--- src/rtl/raw_bus_arb.sv ---
// raw_bus_arb: round-robin arbiter driving the raw bus register pair write port.
// Optional bus locking is compiled in with `define RAW_BUS_ARB_LOCK_EN.
`ifndef DATA_WIDTH
`define DATA_WIDTH 32
`endif
module raw_bus_arb #(
  parameter int N_REQ    = 4,
  parameter int LOCK_MAX = 15
) (
  input  logic                         clk,
  input  logic                         rst_n,
  input  logic [N_REQ-1:0]             i_req,
  input  logic [2*N_REQ-1:0]           i_target,
  input  logic [N_REQ*`DATA_WIDTH-1:0] i_data,
  input  logic [N_REQ-1:0]             i_lock,
  output logic [N_REQ-1:0]             o_gnt,
  output logic                         o_raw_bus_0_en,
  output logic                         o_raw_bus_1_en,
  output logic [`DATA_WIDTH-1:0]       o_data,
  output logic                         o_busy,
  output logic                         o_lock_timeout
);
  localparam int DW = `DATA_WIDTH;
  localparam int IW = $clog2(N_REQ);
  typedef enum logic [1:0] {IDLE, GRANT, LOCKED} state_t;
  state_t          r_state, w_state_nxt;
  logic [IW-1:0]   r_last, w_win, w_sel;
  logic [N_REQ-1:0] w_elig, w_gnt_nxt;
  logic            w_found, w_grant, w_to;
  logic [1:0]      w_tgt;
  logic [DW-1:0]   w_dat;
  int              w_j;
`ifdef RAW_BUS_ARB_LOCK_EN
  logic [IW-1:0]   r_owner;
  logic [7:0]      r_cnt, w_cnt_nxt;
  logic            w_own_req, w_own_lock, w_own_tgt;
  assign w_own_req  = i_req[r_owner];
  assign w_own_lock = i_lock[r_owner];
  assign w_own_tgt  = |i_target[{r_owner, 1'b0} +: 2];
`else
  logic            w_unused_lock;
  assign w_unused_lock = ^i_lock;
`endif
  // A requester granted last cycle is masked so each grant is one transfer.
  always_comb begin
    for (int k = 0; k < N_REQ; k++)
      w_elig[k] = i_req[k] & (|i_target[2*k +: 2]) & ~o_gnt[k];
  end
  always_comb begin
    w_found = 1'b0;
    w_win   = '0;
    w_j     = 0;
    for (int i = 0; i < N_REQ; i++) begin
      w_j = int'(r_last) + 1 + i;
      w_j = (w_j >= N_REQ) ? w_j - N_REQ : w_j;
      if (!w_found && w_elig[IW'(w_j)]) begin
        w_found = 1'b1;
        w_win   = IW'(w_j);
      end
    end
  end
  always_comb begin
    w_tgt = '0;
    w_dat = '0;
    for (int k = 0; k < N_REQ; k++)
      if (IW'(k) == w_sel) begin
        w_tgt = i_target[2*k +: 2];
        w_dat = i_data[k*DW +: DW];
      end
  end
  always_ff @(posedge clk or negedge rst_n)
    if (!rst_n) r_state <= IDLE;
    else        r_state <= w_state_nxt;
  always_comb begin
    w_state_nxt = w_found ? GRANT : IDLE;
`ifdef RAW_BUS_ARB_LOCK_EN
    if (r_state == LOCKED)
      w_state_nxt = (!w_own_req || !w_own_lock || r_cnt == 8'(LOCK_MAX)) ? IDLE : LOCKED;
    else if (w_found && i_lock[w_win])
      w_state_nxt = LOCKED;
`endif
  end
  always_comb begin
    w_grant = w_found;
    w_sel   = w_win;
    w_to    = 1'b0;
`ifdef RAW_BUS_ARB_LOCK_EN
    w_cnt_nxt = (w_state_nxt == LOCKED) ? 8'd1 : 8'd0;
    if (r_state == LOCKED) begin
      w_sel     = r_owner;
      w_grant   = (w_state_nxt == LOCKED) && w_own_tgt;
      w_to      = w_own_req && w_own_lock && r_cnt == 8'(LOCK_MAX);
      w_cnt_nxt = w_grant ? r_cnt + 8'd1 : r_cnt;
    end
`endif
    w_gnt_nxt = w_grant ? (N_REQ'(1) << w_sel) : '0;
  end
  always_ff @(posedge clk or negedge rst_n)
    if (!rst_n) begin
      o_gnt          <= '0;
      o_raw_bus_0_en <= 1'b0;
      o_raw_bus_1_en <= 1'b0;
      o_data         <= '0;
      o_busy         <= 1'b0;
      o_lock_timeout <= 1'b0;
      r_last         <= IW'(N_REQ - 1);
    end else begin
      o_gnt          <= w_gnt_nxt;
      o_raw_bus_0_en <= w_grant & w_tgt[0];
      o_raw_bus_1_en <= w_grant & w_tgt[1];
      o_data         <= w_grant ? w_dat : o_data;
      o_busy         <= w_grant | (w_state_nxt == LOCKED);
      o_lock_timeout <= w_to;
      r_last         <= w_grant ? w_sel : r_last;
    end
`ifdef RAW_BUS_ARB_LOCK_EN
  always_ff @(posedge clk or negedge rst_n)
    if (!rst_n) begin
      r_owner <= '0;
      r_cnt   <= '0;
    end else begin
      r_owner <= (r_state == LOCKED) ? r_owner : w_win;
      r_cnt   <= w_cnt_nxt;
    end
`endif
endmodule

--- config.mk ---
export PLATFORM = sky130hd
export DESIGN_NAME = raw_bus_arb
export DESIGN_NICKNAME = d
export VERILOG_FILES = /design/src/rtl/raw_bus_arb.sv
export SDC_FILE = /design/constraint.sdc
export NUM_CORES = 1
export LEC_CHECK = 0
export CORE_MARGIN = 4
export CORE_UTILIZATION = 31
export DETAILED_ROUTE_END_ITERATION = 12
export GPL_TIMING_DRIVEN = 0
export HOLD_SLACK_MARGIN = 0.05
export PLACE_DENSITY_LB_ADDON = 0.2
export RECOVER_POWER = 100
export SETUP_SLACK_MARGIN = 0.3
export SYNTH_ARGS = -nofsm -noshare
export SYNTH_HDL_FRONTEND = slang
export SYNTH_SLANG_ARGS = --single-unit
--- constraint.sdc ---
create_clock -name clk -period 1.7 [get_ports clk]
set_input_delay 0.34 -clock clk [delete_from_list [all_inputs] [get_ports clk]]
set_output_delay 0.34 -clock clk [all_outputs]
set_load 0.01 [all_outputs]
# Yosys cells after proc, flatten, opt, wreduce, memory -nomap -nowiden
# Cells that the tools add are included.
# Widths: inputs -> output; s select.
dict set report classes {
  n_addsub 8
  magnitude_cmp 8
  eq_ne 4
  shift 1
  n_mux 34
  n_bitwise 15
  reduce_logical 11
}
# op count
set op_table {}
lappend op_table {{$mux 32} 4}
lappend op_table {{$mux 2} 12}
lappend op_table {{$lt 2x4->1 const B} 4}
lappend op_table {{$mux 1} 13}
lappend op_table {{$ge 4x3->1 const B} 3}
lappend op_table {{$and 1x1->1} 10}
lappend op_table {{$add 3x2->4 const B} 2}
lappend op_table {{$bmux 1 s2} 4}
lappend op_table {{$reduce_or 2->1} 4}
lappend op_table {{$sub 2x1->2 const B} 4}
lappend op_table {{$add 3x1->4 const B} 1}
lappend op_table {{$eq 2x2->1 const A} 2}
lappend op_table {{$mux 4} 1}
lappend op_table {{$not 1->1} 4}
lappend op_table {{$shl 1x2->4 const A} 1}
lappend op_table {{$add 2x1->3 const B} 1}
lappend op_table {{$ge 3x3->1 const B} 1}
lappend op_table {{$logic_and 1x1->1} 3}
lappend op_table {{$logic_not 1->1} 3}
lappend op_table {{$eq 1x2->1 const A} 1}
lappend op_table {{$eq 1x2->1 const B} 1}
lappend op_table {{$logic_not 2->1} 1}
lappend op_table {{$or 1x1->1} 1}
dict set report word_totals {
  register_bits 41
  in_bits 146
  elab_cells 87
}

# Logic depth before layout (Yosys ltp)
# Gate-level depths: netlist of the first run.
dict set report depth {
  depth_word 22
  depth_mapped 9
  ltp_nobuf 7
}

# Worst setup path before layout of the first run
# No wires, ideal clock.
dict set report synth_timing {
  path_type {flip-flop to flip-flop}
  from {register r_last[1]}
  to {register o_data[1]}
  setup_ns 0.133
  arrival_ns 1.709
  path_slack_ns -0.142
  stages_incl_launch_ff 9
  synth_period_minus_slack_ns 1.842
  cell_sequence {dfstp_2 -> buf_4 -> inv_2 -> o32a_1 -> o21ai_2 -> buf_6 -> mux2i_1 -> o2bb2ai_1 -> a21oi_1}
}
dict set report synth_via {
  elab_chain_len 21
  elab_cells_between_ends 50
}
# element line_no
set synth_lines {}
lappend synth_lines {{start: declaration} 27} ;# logic [IW-1:0] r_last, w_win, w_sel;
lappend synth_lines {{start signal: assignment} 106} ;# r_last <= IW'(N_REQ - 1);
lappend synth_lines {{start signal: assignment} 114} ;# r_last <= w_grant ? w_sel : r_last;
lappend synth_lines {{$add 2x1->3 *} 54} ;# w_j = int'(r_last) + 1 + i;
lappend synth_lines {{branches (longest 20 deep; another with $add 3x1->4)} n/a}
lappend synth_lines {{end signal: assignment} 111} ;# o_data <= w_grant ? w_dat : o_data;
lappend synth_lines {{end: declaration} 19} ;# output logic [`DATA_WIDTH-1:0] o_data,
# Mark *: on every way between the ends. The select of a mux whose other input is x is not followed.
# A chain may end at the register's enable or synchronous reset.

# Final worst setup path of the first run
dict set report layout_timing {
  from {register r_last[1]}
  to {register o_raw_bus_1_en}
}
dict set report layout_via {
  elab_chain_len 22
  elab_cells_between_ends 51
}
# element line_no
set layout_lines {}
lappend layout_lines {{$add 2x1->3 *} 54}
lappend layout_lines {{branches (longest 20 deep; another with $add 3x1->4)} n/a}
lappend layout_lines {{$and 1x1->1 *} 110} ;# o_raw_bus_1_en <= w_grant & w_tgt[1];
lappend layout_lines {{end signal: assignment} 110}
lappend layout_lines {{end: declaration} 18} ;# output logic o_raw_bus_1_en,
# Marked as above.

==> results of run 1 <==
-- registers in the layout (all words and copies together), names as in the netlist --
register,count
o_data,32
o_raw_bus_0_en,1
o_gnt,4
o_busy,1
o_raw_bus_1_en,1
r_last,2
-- synth_stat cells --
cell type,instances
dfrtp_1,39
and2_1,1
o311ai_1,1
buf_4,2
buf_6,4
o2bb2ai_1,5
nand3_1,1
nand2_1,4
a22oi_1,27
buf_2,3
a221oi_1,1
o21ai_2,1
o31ai_1,2
conb_1,1
a21o_1,2
nor3_1,1
dfstp_2,2
a21oi_1,6
inv_1,31
nor2_1,10
o21ai_0,1
or3_4,1
o221ai_1,29
inv_2,3
o211ai_2,1
o21ai_1,1
a31oi_1,1
a21boi_1,1
nand2b_1,5
clkbuf_1,10
mux2i_1,39
o211ai_1,1
o32a_1,1
or2_1,2
o32ai_1,1
-- repair_timing --
item | in CTS | in global routing
hold buffers | 1 | 0
buffers inserted | 16 | 3
endpoints found under the hold margin | 18 | 0
gates cloned | 5 | 1
pin swaps | 36 | 18
resized for setup | 113 | 35
endpoints found under the setup margin | 80 | 42
-- per-stage QoR --
step	worst slack, ns	area, um^2
floorplan	-0.0473	2480
global placement	-0.906	4410
detailed placement	-0.815	4430
CTS	-0.210	4950
global route	-0.368	5120
finish	-0.248	5120
-- area by class of cell --
type,instances,area (um^2)
inverter,34,133
sequential,41,1030
fill,630,2560
buffer,19,243
multi-input combinational,147,1460
clock buffer,8,90.1
timing repair buffer,207,2040
tap,102,128
-- routing by layer --
layer / wire, um / GRT usage / vias up
met5: 0 / 0 / -
met2: 5070 / 0.342 / 138
li1: - / - / 1337
met4: 178 / 0.0583 / 0
met3: 754 / 0.0663 / 18
met1: 3760 / 0.231 / 1340
-- power by group --
part | switching [mW] | internal (mW) | leakage, nW
Sequential | 0.264 | 1.47 | 0.495
Combinational | 2.11 | 2.56 | 1.75
Clock | 0.341 | 0.332 | 0.0455
Total | 2.72 | 4.36 | 2.29
-- worst min-delay path, cell delays in order --
cell           delay, ns
dlygate4sd2_1       0.23
nand2_1             0.06
o221ai_1            0.07
-- final timing paths --
kind / startpoint / endpoint / slack, ns / cells past startpoint
setup / recovery: r_last[1] / o_raw_bus_1_en / -0.25 / 10
hold / removal: i_target[4] / o_raw_bus_0_en / 0.45 / 3
setup reg to reg: r_last[1] / o_raw_bus_1_en / -0.25 / 10
hold reg to reg: o_data[20] / o_data[20] / 0.52 / 2
max in group asynchronous: rst_n / o_data[7] / 0.23 / 3
min in group asynchronous: rst_n / o_data[29] / 0.53 / 2
-- kinds of logic (layout without fill, tap and decap cells) --
logic type / Yosys count / after routing / share of synthesized area
multiplexers: 39 / 39 / 0.160
flip-flops: 41 / 41 / 0.422
buffers and inverters: 53 / 268 / 0.0986
AND/OR/NAND/NOR: 25 / 25 / 0.0508
other: 1 / 1 / 0.00154
AO/OA/AOI/OAI: 82 / 82 / 0.267
==> impl_metrics.py, run 1 <==
metrics = {
    "power_and_ir_drop": {
        "powerDensity_nw_per_um2": 1380,
        "p_total_mw": 7.08,
        "p_leak_nw": 2.29,
        "ir_worst_vdd_uv": 619,
    },
    "sta": {
        "rsz0062_at_grt": "true",
        "fin_setup_tns_ns": -5.96,
        "hold_viol": 0,
        "setup_slack_ns": -0.248,
        "slew_viol_final": 0,
        "fin_hold_ws_ns": 0.451,
        "worst_slew_pin_slew_ns": 0.578,
        "setup_violations": 35,
        "min_period_ns": 1.95,
        "clock_skew_ns": 0.00243,
        "fmax_ghz": 0.513,
        "timing.final.crit_share": 1.15,
        "slew_headroom": 0.615,
    },
    "floorplan": {
        "dieArea_um2": 9340,
        "io_pins": 186,
        "die_w_um": 96.6,
        "core_um2": 7690,
        "num_rows": 32,
        "die_y_um": 96.6,
        "initial_core_util": 0.317,
    },
    "drt": {
        "vias_per_cell": 5.08,
        "totalWireLength_mm": 9.76,
        "dr.pass1.iters": 4,
        "num_vias": 2833,
        "drt_iter0_drc": 103,
        "ant_nets": 0,
        "wl_per_cell_um": 17.5,
        "drc": 0,
    },
    "cts": {
        "numCtsBuffers": 5,
        "clock_path_buffers": 2,
        "root_buffer": "clkbuf_8",
        "clkSlewWorstSetupHoldPaths_ns": 0.08,
        "htree_num_levels": 2,
        "clk_latency_ns": 0.29,
        "cts_tree": "built",
        "cts.sink_count": 41,
    },
    "critical_path": {
        "critPathSlowestCell": "dfstp_2",
        "setup.worst_path.class": "reg2reg",
        "cp-start-kind": "flip-flop",
        "crit_family": "flip-flops",
        "cp.arrival_ns": 2.11,
        "critical_path.max_stage_delay_ns": 0.53,
        "cpMostUsedCell": "buf_12",
        "worstPathCellList": "buf_6 -> buf_12 -> nand2b_4 -> nor3_4 -> a31oi_2 -> nand3_2 -> buf_12 -> buf_12 -> mux2i_1 -> o221ai_1",
        "end_kind": "flip-flop",
        "cp.buffers_inverters": 4,
        "path_max_fanout": 6,
        "critical_path_required_ns": 1.86,
    },
    "yosys": {
        "syn_avg_cell_area_um2": 10.1,
        "synth_seq_area_share": 0.422,
        "syn_area_um2": 2440,
        "yosys-top-cells-area": "dfrtp_1 40%, mux2i_1 16%, o221ai_1 10%",
        "synth_seq_cells": 41,
        "yosys.area.top_type": "dfrtp_1",
        "synth_nets": 387,
        "netlist_instances": 241,
        "synth_cell_types": 35,
        "synth_top_area_frac": 0.401,
        "yosysWarnings": 0,
    },
    "layout": {
        "diodes": 0,
        "final_common_cell": "clkdlybuf4s50_1",
        "utilization": 0.667,
        "layoutNonFillerInstCount": 558,
        "area_growth_pct": 110,
        "finalNetCount": 601,
        "drive_gt1_frac": 0.221,
        "final_cell_mix": "129 x clkdlybuf4s50_1, 47 x dlygate4sd2_1, 39 x dfrtp_1",
    },
    "placement": {
        "dp.cells": 524,
        "dp_hpwl_mm": 6.91,
        "io_buffers": 180,
        "globalplace.congestion": 0.839,
    },
    "global_routing": {
        "grt_pass1_wl_mm": 15.1,
        "first_global_vias": 3111,
        "antenna_found_initial": 0,
        "grt.overflow.total": 0,
        "grt_util_all_layers": 0.198,
        "grt_max_degree": 23,
    },
    "min_path": {
        "hp-class": "in2reg",
    },
    "outcome": {
        "status": "complete, but fails checks",
        "failed_checks": "negative setup slack",
    },
    "job": {
        "maxCapViolations": 0,
    },
}
No activity file was read; power rests on OpenSTA's default activity.
==> inputs of run 2 (changes only) <==
--- a/config.mk
+++ b/config.mk
@@ -6,7 +6,7 @@
 export NUM_CORES = 1
 export LEC_CHECK = 0
 export CORE_MARGIN = 4
-export CORE_UTILIZATION = 31
+export CORE_UTILIZATION = 30
 export DETAILED_ROUTE_END_ITERATION = 12
 export GPL_TIMING_DRIVEN = 0
 export HOLD_SLACK_MARGIN = 0.05
==> run 2 against run 1 <==
  * The flow still finishes with violations (negative setup slack)
  * Die area increased by 3.1%
  * Critical path depth decreased by 2
  * First-iteration DRC count decreased by 24%
  * Register-to-register slack about the same
  * Maximum frequency increased by 0.36%
  * Critical endpoint is now o_data[18]
  * Cell area increased by 1.1%
  * Sequential share of layout area decreased by 0.22 points
  * Count of clock-buffer cells in the layout decreased by 2
==> impl_metrics.py, run 2 (same netlist as run 1, synthesis figures left out) <==
metrics = {
    "global_routing": {
        "grt.met2_usage": 0.340,
        "first_global_vias": 3012,
        "use_met3": 0.0479,
        "grt_busiest_layer": "met2",
        "antenna_found_initial": 0,
        "grt_max_degree": 22,
        "grt_pass1_wl_mm": 14.6,
        "grt.overflow.total": 0,
        "grt_util_all_layers": 0.188,
        "gr-usage-met1": 0.213,
    },
    "critical_path": {
        "rrSetupSlack_ns": -0.24,
        "end_kind": "flip-flop",
        "critical_path.max_stage_delay_ns": 0.58,
        "cp-start-kind": "flip-flop",
        "cp.buffers_inverters": 2,
        "crit_family": "flip-flops",
        "critical_path_required_ns": 1.86,
        "worstPathCellList": "nand2b_1 -> nor3_2 -> a31oi_1 -> nand3_2 -> buf_12 -> buf_12 -> mux2i_1 -> o221ai_1",
        "cpMostUsedCell": "buf_12",
        "cp.arrival_ns": 2.10,
        "critPathSlowestCell": "dfstp_2",
        "setup.worst_path.class": "reg2reg",
        "path_max_fanout": 6,
    },
    "floorplan": {
        "initial_core_util": 0.312,
        "io_pins": 186,
        "dieArea_um2": 9630,
        "num_rows": 32,
        "die_y_um": 98.1,
        "die_w_um": 98.1,
        "core_um2": 7810,
    },
    "sta": {
        "min_period_ns": 1.94,
        "setup_violations": 36,
        "slew_headroom": 0.608,
        "fin_hold_ws_ns": 0.412,
        "setup_slack_ns": -0.241,
        "worst_slew_pin_slew_ns": 0.588,
        "timing.final.crit_share": 1.14,
        "rsz0062_at_grt": "true",
        "clock_skew_ns": 0.0132,
        "fmax_ghz": 0.515,
        "fin_setup_tns_ns": -6.85,
        "hold_viol": 0,
        "slew_viol_final": 0,
    },
    "placement": {
        "dp.cells": 524,
        "globalplace.congestion": 0.792,
        "placedInstanceArea_um2": 4430,
        "post-place-ws_ns": -0.865,
        "dp_hpwl_mm": 6.98,
        "io_buffers": 180,
    },
    "power_and_ir_drop": {
        "ir_worst_vdd_uv": 576,
        "powerDensity_nw_per_um2": 1370,
        "p_total_mw": 7.12,
        "p_leak_nw": 2.35,
    },
    "layout": {
        "register_area_um2": 1030,
        "final_cell_mix": "128 x clkdlybuf4s50_1, 44 x dlygate4sd2_1, 39 x dfrtp_1",
        "finalNetCount": 605,
        "stdcell_area_um2": 5180,
        "largest_reg_flops": 32,
        "layoutNonFillerInstCount": 562,
        "fillers": 617,
        "area_growth_pct": 113,
        "utilization": 0.663,
        "regMostFlops": "o_data",
        "multiInputGateArea_um2": 1460,
        "top_regs": "o_data x32, o_gnt x4, r_last x2",
        "drive_gt1_frac": 0.230,
        "final_common_cell": "clkdlybuf4s50_1",
        "diodes": 0,
    },
    "min_path": {
        "hp-class": "in2reg",
    },
    "cts": {
        "htree_num_levels": 2,
        "cts.sink_count": 41,
        "root_buffer": "clkbuf_8",
        "cts_tree": "built",
        "clk_latency_ns": 0.30,
        "clock_path_buffers": 2,
        "clkSlewWorstSetupHoldPaths_ns": 0.09,
        "numCtsBuffers": 5,
    },
    "drt": {
        "totalWireLength_mm": 10.2,
        "dr.pass1.iters": 4,
        "drc": 0,
        "vias_per_cell": 5.10,
        "num_vias": 2866,
        "wl_per_cell_um": 18.1,
        "drt_iter0_drc": 78,
        "ant_nets": 0,
    },
    "outcome": {
        "status": "complete, but fails checks",
        "failed_checks": "negative setup slack",
    },
    "job": {
        "maxCapViolations": 0,
    },
}
run 2: cell count changes in the layout (fill, tap and decap cells not counted), sizes merged:
cell	change
dlymetal6s2s	+4
dlygate4sd2	-3
clkdlybuf4s50	-1
clkbuf	-2
clkinv	+2
buf	+4
run 2: what timing repair did:
action / 4_1_cts / 5_1_grt
hold endpoints to repair: 19 / 0
setup endpoints to repair: 80 / 42
hold buffers: 1 / 0
gates resized for setup: 94 / 64
buffers inserted: 13 / 9
pin swaps: 20 / 36
cloned: 4 / 3
run 2: report_power, final:
part / internal, mW / switching (mW) / leakage, nW / total (mW)
clock network: 0.285 / 0.357 / 0.0450 / 0.642
logic: 2.59 / 2.17 / 1.81 / 4.76
registers: 1.47 / 0.251 / 0.495 / 1.72
run 2: final cells by class:
type                       count  share of cell area
buffer                        19              0.0473
clock buffer                   6              0.0140
clock inverter                 2             0.00193
inverter                      34              0.0266
multi-input combinational    147               0.281
sequential                    41               0.199
tap                          102              0.0246
timing repair buffer         211               0.406
run 2: path summary, 6_finish.rpt:
kind / startpoint / to / depth (start not counted)
setup / recovery: r_last[0] / o_data[18] / 8
hold / removal: i_target[6] / o_raw_bus_0_en / 3
setup reg to reg: r_last[0] / o_data[18] / 8
hold reg to reg: o_data[20] / o_data[20] / 2
max in group asynchronous: rst_n / o_data[15] / 3
min in group asynchronous: rst_n / o_data[2] / 2
run 2: per-layer routing:
metal | wire, um | vias to the layer above | part of all wire
li1 | - | 1338 | -
met1 | 3650 | 1368 | 0.36
met2 | 5480 | 138 | 0.54
met3 | 779 | 22 | 0.077
met4 | 256 | 0 | 0.025
met5 | 0 | - | 0
run 2: worst min-delay path: stages:
cell	delay (ns)
dlymetal6s2s_1	0.16
inv_1	0.08
o221ai_2	0.10
